<file path="src/rtl/dff_bank_univ.sv">
// rtl/dff_bank_univ.sv - WIDTH-bit register bank with load, shift, rotate and up/down count
//
// Ports:
//    C   clock, all state changes on the rising edge
//    R   synchronous reset, active-low (highest priority)
//    S   synchronous set, active-high
//    E   enable for mode operations (R and S are not gated by it)
//    M   mode select
//    D   parallel load data
//    SI  serial input for shift modes
//    Q   register contents
//    SO  registered bit shifted or rotated out on the last shift/rotate
//    CO  registered carry/borrow, one-cycle pulse on count wrap

module dff_bank_univ #(
   parameter int               WIDTH     = 8,
   parameter logic [WIDTH-1:0] RESET_VAL = '0,
   parameter logic [WIDTH-1:0] SET_VAL   = '1
) (
   input  logic             C,
   input  logic             R,
   input  logic             S,
   input  logic             E,
   input  logic [2:0]       M,
   input  logic [WIDTH-1:0] D,
   input  logic             SI,
   output logic [WIDTH-1:0] Q,
   output logic             SO,
   output logic             CO
);

   typedef enum logic [2:0] {
      MODE_HOLD  = 3'b000,
      MODE_LOAD  = 3'b001,
      MODE_SHL   = 3'b010,
      MODE_SHR   = 3'b011,
      MODE_UP    = 3'b100,
      MODE_DOWN  = 3'b101,
      MODE_ROTL  = 3'b110,
      MODE_ROTR  = 3'b111
   } mode_t;

   localparam logic [WIDTH-1:0] ONE = {{(WIDTH-1){1'b0}}, 1'b1};

   logic [WIDTH-1:0] q_next;
   logic             so_next;
   logic             co_next;
   mode_t            mode;

   assign mode = mode_t'(M);

   // Next state for an enabled cycle; priority over R/S/E is applied in the register.
   always_comb begin
      q_next  = Q;
      so_next = SO;
      co_next = 1'b0;
      case (mode)
         MODE_HOLD: begin
            q_next = Q;
         end
         MODE_LOAD: begin
            q_next = D;
         end
         MODE_SHL: begin
            q_next  = {Q[WIDTH-2:0], SI};
            so_next = Q[WIDTH-1];
         end
         MODE_SHR: begin
            q_next  = {SI, Q[WIDTH-1:1]};
            so_next = Q[0];
         end
         MODE_UP: begin
            q_next  = Q + ONE;
            co_next = &Q;
         end
         MODE_DOWN: begin
            q_next  = Q - ONE;
            co_next = ~|Q;
         end
         MODE_ROTL: begin
            q_next  = {Q[WIDTH-2:0], Q[WIDTH-1]};
            so_next = Q[WIDTH-1];
         end
         MODE_ROTR: begin
            q_next  = {Q[0], Q[WIDTH-1:1]};
            so_next = Q[0];
         end
         default: begin
            q_next  = Q;
            so_next = SO;
            co_next = 1'b0;
         end
      endcase
   end

   // CO is cleared in every branch except a wrapping count so it can never hold.
   always_ff @(posedge C) begin
      if (!R) begin
         Q  <= RESET_VAL;
         SO <= 1'b0;
         CO <= 1'b0;
      end else if (S) begin
         Q  <= SET_VAL;
         SO <= 1'b0;
         CO <= 1'b0;
      end else if (!E) begin
         CO <= 1'b0;
      end else begin
         Q  <= q_next;
         SO <= so_next;
         CO <= co_next;
      end
   end

endmodule

</file>
<file path="config.mk">
export PLATFORM = sky130hd
export DESIGN_NAME = dff_bank_univ
export DESIGN_NICKNAME = d
export VERILOG_FILES = /design/src/rtl/dff_bank_univ.sv
export SDC_FILE = /design/constraint.sdc
export NUM_CORES = 1
export LEC_CHECK = 0
export ABC_CLOCK_PERIOD_IN_PS = 2600
export BUFFER_PORTS_ARGS = -buffer_cell sky130_fd_sc_hd__buf_2
export CAP_MARGIN = 20
export CORE_MARGIN = 3
export CORE_UTILIZATION = 51
export CTS_CLUSTER_SIZE = 8
export DETAILED_ROUTE_END_ITERATION = 6
export GPL_ROUTABILITY_DRIVEN = 0
export PLACE_DENSITY = 0.86
export SYNTH_ARGS = -nofsm -noshare
export SYNTH_HDL_FRONTEND = slang
export SYNTH_SLANG_ARGS = --single-unit
</file>
<file path="constraint.sdc">
create_clock -name C -period 2.6 [get_ports C]
set_input_delay 0.39 -clock C [delete_from_list [all_inputs] [get_ports C]]
set_output_delay 0.39 -clock C [all_outputs]
set_load 0.02 [all_outputs]
</file>
Yosys cells after proc, flatten, opt, wreduce, memory -nomap -nowiden
Cells that the tools add are included.
{ "totals": {"inputBits": 16, "output_inout_bits": 10, "ff_bits": 10, "elab_cells": 32} }
{ "op_classes": {"n_addsub": 2, "bitwise_logic": 2, "eq_ne": 8, "n_mux": 5, "n_reduce_logical": 12} }
{ "op_table": {"columns": ["cell", "count"], "rows": [
  ["8-bit case mux with 7 select lines", 1],
  ["8-bit two-way mux", 2],
  ["3-bit equality test (second input constant)", 4],
  ["8-bit by 1-bit adder with 8-bit output (second input constant)", 1],
  ["8-bit AND reduction", 1],
  ["8-bit OR reduction", 1],
  ["8-bit by 1-bit subtractor with 8-bit output (second input constant)", 1],
  ["3-bit by 2-bit equality test with 1-bit output (second input constant)", 2],
  ["2-bit OR reduction", 3],
  ["1-bit case mux with 2 select lines", 2],
  ["2-bit AND reduction", 2],
  ["2-bit nonzero test", 2],
  ["3-bit by 1-bit equality test with 1-bit output (second input constant)", 1],
  ["3-bit logical NOT", 1],
  ["3-bit OR reduction", 1],
  ["2-bit inequality test (second input constant)", 1],
  ["1-bit inverter", 2],
  ["1-bit logical NOT", 1]
]} }

Longest topological paths before layout
{ "depth": {"ltp_word": 4, "mapped_depth": 9, "mapped_depth_nobuf": 8} }

Worst setup path before layout
No wires, ideal clock.
{ "synth_path": {"kind": "input port to flip-flop", "start": "input port M[1]", "end": "register Q[2]", "t_required_ns": 2.471, "path_buffers": 1, "setup_time_ns": 0.129, "stages": 9, "arrival_ns": 1.868, "setup_slack_ns": 0.603, "cell_sequence": "buf_4 -> nand3b_1 -> xnor2_1 -> ha_1 -> nor2b_1 -> or2_2 -> o21ba_2 -> o22ai_1 -> a21oi_1"} }
{ "synth_between": {"elab_chain_cells": 4, "word_cells_on_any_way": 13, "cone_classes": "8 x eq/ne; 3 x mux; 2 x reduce/logical"} }
{ "synth_rtl": {"columns": ["item", "line_no", "source"], "rows": [
  ["from (decl)", "24", "input logic [2:0] M,"],
  ["3-bit equality test (tied with other cells)", "57", "case (mode)"],
  ["8-bit case mux with 7 select lines", "57", null],
  ["8-bit two-way mux", "106", "end else if (!E) begin"],
  ["8-bit two-way mux", "102", "end else if (S) begin"],
  ["to (signal assigned)", "109", "Q <= q_next;"],
  ["to (decl)", "27", "output logic [WIDTH-1:0] Q,"]
]} }
Several ways; a longest one is shown, not always the timed one. The select of a mux whose other input is x is not followed.
A chain may end at the register's enable or synchronous reset.

Worst setup path after layout
Same ends and word-level chain as after synthesis.

==> flow_summary.toml <==
[outcome]
outcome = "complete, no violations"

[worst_setup_path]
cp-end-kind = "flop"
crit_required_ns = 2.75
crit_path_max_fanout = 17
cp-start-kind = "primary input"
criticalPathCategory = "in2reg"
arrival_ns = 2.14

[floorplanning]
die_area_sq_mm = 0.002441
io_pins = 26
core_area_sq_mm = 0.001745
fp.dieH_um = 49.41
die_w_um = 49.41
placementRows = 15
initial_utilization_pct = 55.05

[timing]
max_slew.worst_pin.slew_ns = 0.5517
hold_violations = 0
fin_crit_sh_pct = 76.69
timing.fmax_ghz = 0.5015
fin_crit_ns = 1.994
slew_violations = 0
relSlewSlack_pct = 62.91
setup_viol = 0
setup_tns_ns = 0
rsz0062_at_grt = "false"
clock_skew_ns = 0.0008716

[cells_and_area]
regArea_sq_um = 200.2
drive_gt1_share_pct = 27.08
nNetsFinal = 163
stdcell_area_sq_mm = 0.001096
syn_to_final_growth_pct = 14.06
multi_input_area_sq_um = 686.9
mostFrequentLayoutCell = "buf_2"
diodes = 0
layout_common_cells = "25 x buf_2, 10 x dfxtp_1, 10 x nor2_1"
num-fill-cells = 167

[logic_synthesis]
synthCells = 126
syn_avg_cell_area_sq_um = 7.626
synth-main-ff-cell = "dfxtp_1"
ys_types = 46
synth-seq-cells = 10
synthTopCellsByArea = "dfxtp_1 21%, mux2_2 5.9%, a21oi_1 4.7%, buf_2 4.2%, mux2i_1 4.2%"
syn-num-nets = 143
seq_area_frac_synth_pct = 20.83
synthDominantCellAreaShare_pct = 20.83
yosys.area.top_type = "dfxtp_1"
synth_edf_count = 0
syn_area_sq_um = 960.9
yosysWarnings = 0
async_flop_share_pct = 0

[grt]
groute.usage.overall_pct = 23.63
grt_max_degree = 18
antenna_found_initial = 0
grt-ovfl-total = 0
grt_pass1_wl_um = 4485
grt_pass1_vias = 982

[clock_tree]
insertion_delay_ns = 0.27
cts_hold_buffers = 0
cts_setup_buffers = 0
clockBufferDepth = 2
cts_resized = 0
clkSinkCount = 10
cts_tree = "yes"
htree_levels = 1
cts-root-buf = "clkbuf_4"
clk_pin_slew_ns = 0.06
cts_buffers = 3

[worst_hold_path]
hold_class = "in2reg"

[routing]
drtIter0Drc = 74
drc = 0
route.vias.total = 1085
wirelength_um = 2686
wl_per_cell_um = 15.89
drt-pass1-iter-count = 4
ant_nets = 0
avgViaCountPerCell = 6.420

[place]
postPlaceCellArea_sq_mm = 0.001074
place_hpwl_um = 1950
numPortBuffers = 25

[power]
p_leak_nw = 0.4675
power.density_mw_per_mm2 = 420.8
irDropWorstVdd_mv = 0.2979

[job]
cap_violations = 0
[where the power goes]
part	total (W)	switching [W]	internal [W]
clock network	0.000107	0.0000535	0.0000536
registers	0.000199	0.0000331	0.000166
logic	0.000155	0.0000861	0.0000694
[kinds of logic (layout without fill, tap and decap cells)]
kind of cell | Yosys count | in the layout | synth area share [%]
xor+xnor | 1 | 1 | 0.9116
buf+inv | 16 | 34 | 7.682
mux | 9 | 9 | 10.03
simple gates | 46 | 46 | 26.57
compound gates | 43 | 43 | 32.68
fa+ha+maj | 1 | 1 | 1.302
flops | 10 | 10 | 20.83
[critical path: stages]
cell      delay [ns]
buf_2           0.19
nand3b_1        0.26
xnor2_1         0.17
ha_1            0.24
nor2b_1         0.17
or2_2           0.30
o21ba_2         0.20
o22ai_1         0.15
a21oi_1         0.08
[Yosys cell counts, drive strengths merged (3+ instances only)]
cell type / instances
inv: 4
a211oi: 4
nand3: 4
buf: 9
nor2b: 4
clkbuf: 3
nand2: 7
a21oi: 10
nor4: 3
nand2b: 5
nor2: 10
o21ai: 5
a31oi: 3
dfxtp: 10
mux2i: 4
mux2: 5
o21a: 3
[per-stage QoR]
step	hold WS [ns]	utilization, %	cells	worst slack [ns]	total power, W
2_1_floorplan	0.4693	-	126	0.6028	0.0003062
3_3_place_gp	0.4979	61.51	166	0.4540	0.0003472
3_5_place_dp	0.5072	61.51	166	0.3697	0.0003524
4_1_cts	0.3810	62.80	169	0.6458	0.0004596
5_1_grt	0.4008	62.80	169	0.4836	0.0004869
6_report	0.3933	62.80	169	0.6060	0.0004612
[area by class of cell]
type	instances	share of cell area (%)
flip-flops and latches	10	18.26
well taps	25	2.854
inverters	4	1.370
repair buffers	27	12.79
multi-input cells	100	62.67
clock buffers	3	2.055
[worst paths after layout]
kind	from	to	slack [ns]	depth (start not counted)
setup / recovery	M[1]	Q[2]$_SDFFE_PN0P_	0.61	9
hold / removal	S	SO$_SDFFE_PP0P_	0.39	2
setup reg to reg	Q[1]$_SDFFE_PN0P_	Q[2]$_SDFFE_PN0P_	0.66	7
hold reg to reg	SO$_SDFFE_PP0P_	SO$_SDFFE_PP0P_	0.51	2
[state kept, by name, indices dropped and copies added (netlist names)]
register and cells:
Q 8, CO 1, SO 1
[metal layers]
layer	vias up	part of all wire [%]	track usage [%]
li1	517	-	-
met1	485	41	31.85
met2	70	44	34.60
met3	13	11	4.893
met4	0	3.8	13.36
met5	-	0	0
Note: power is estimated with default switching activity, not from simulation.
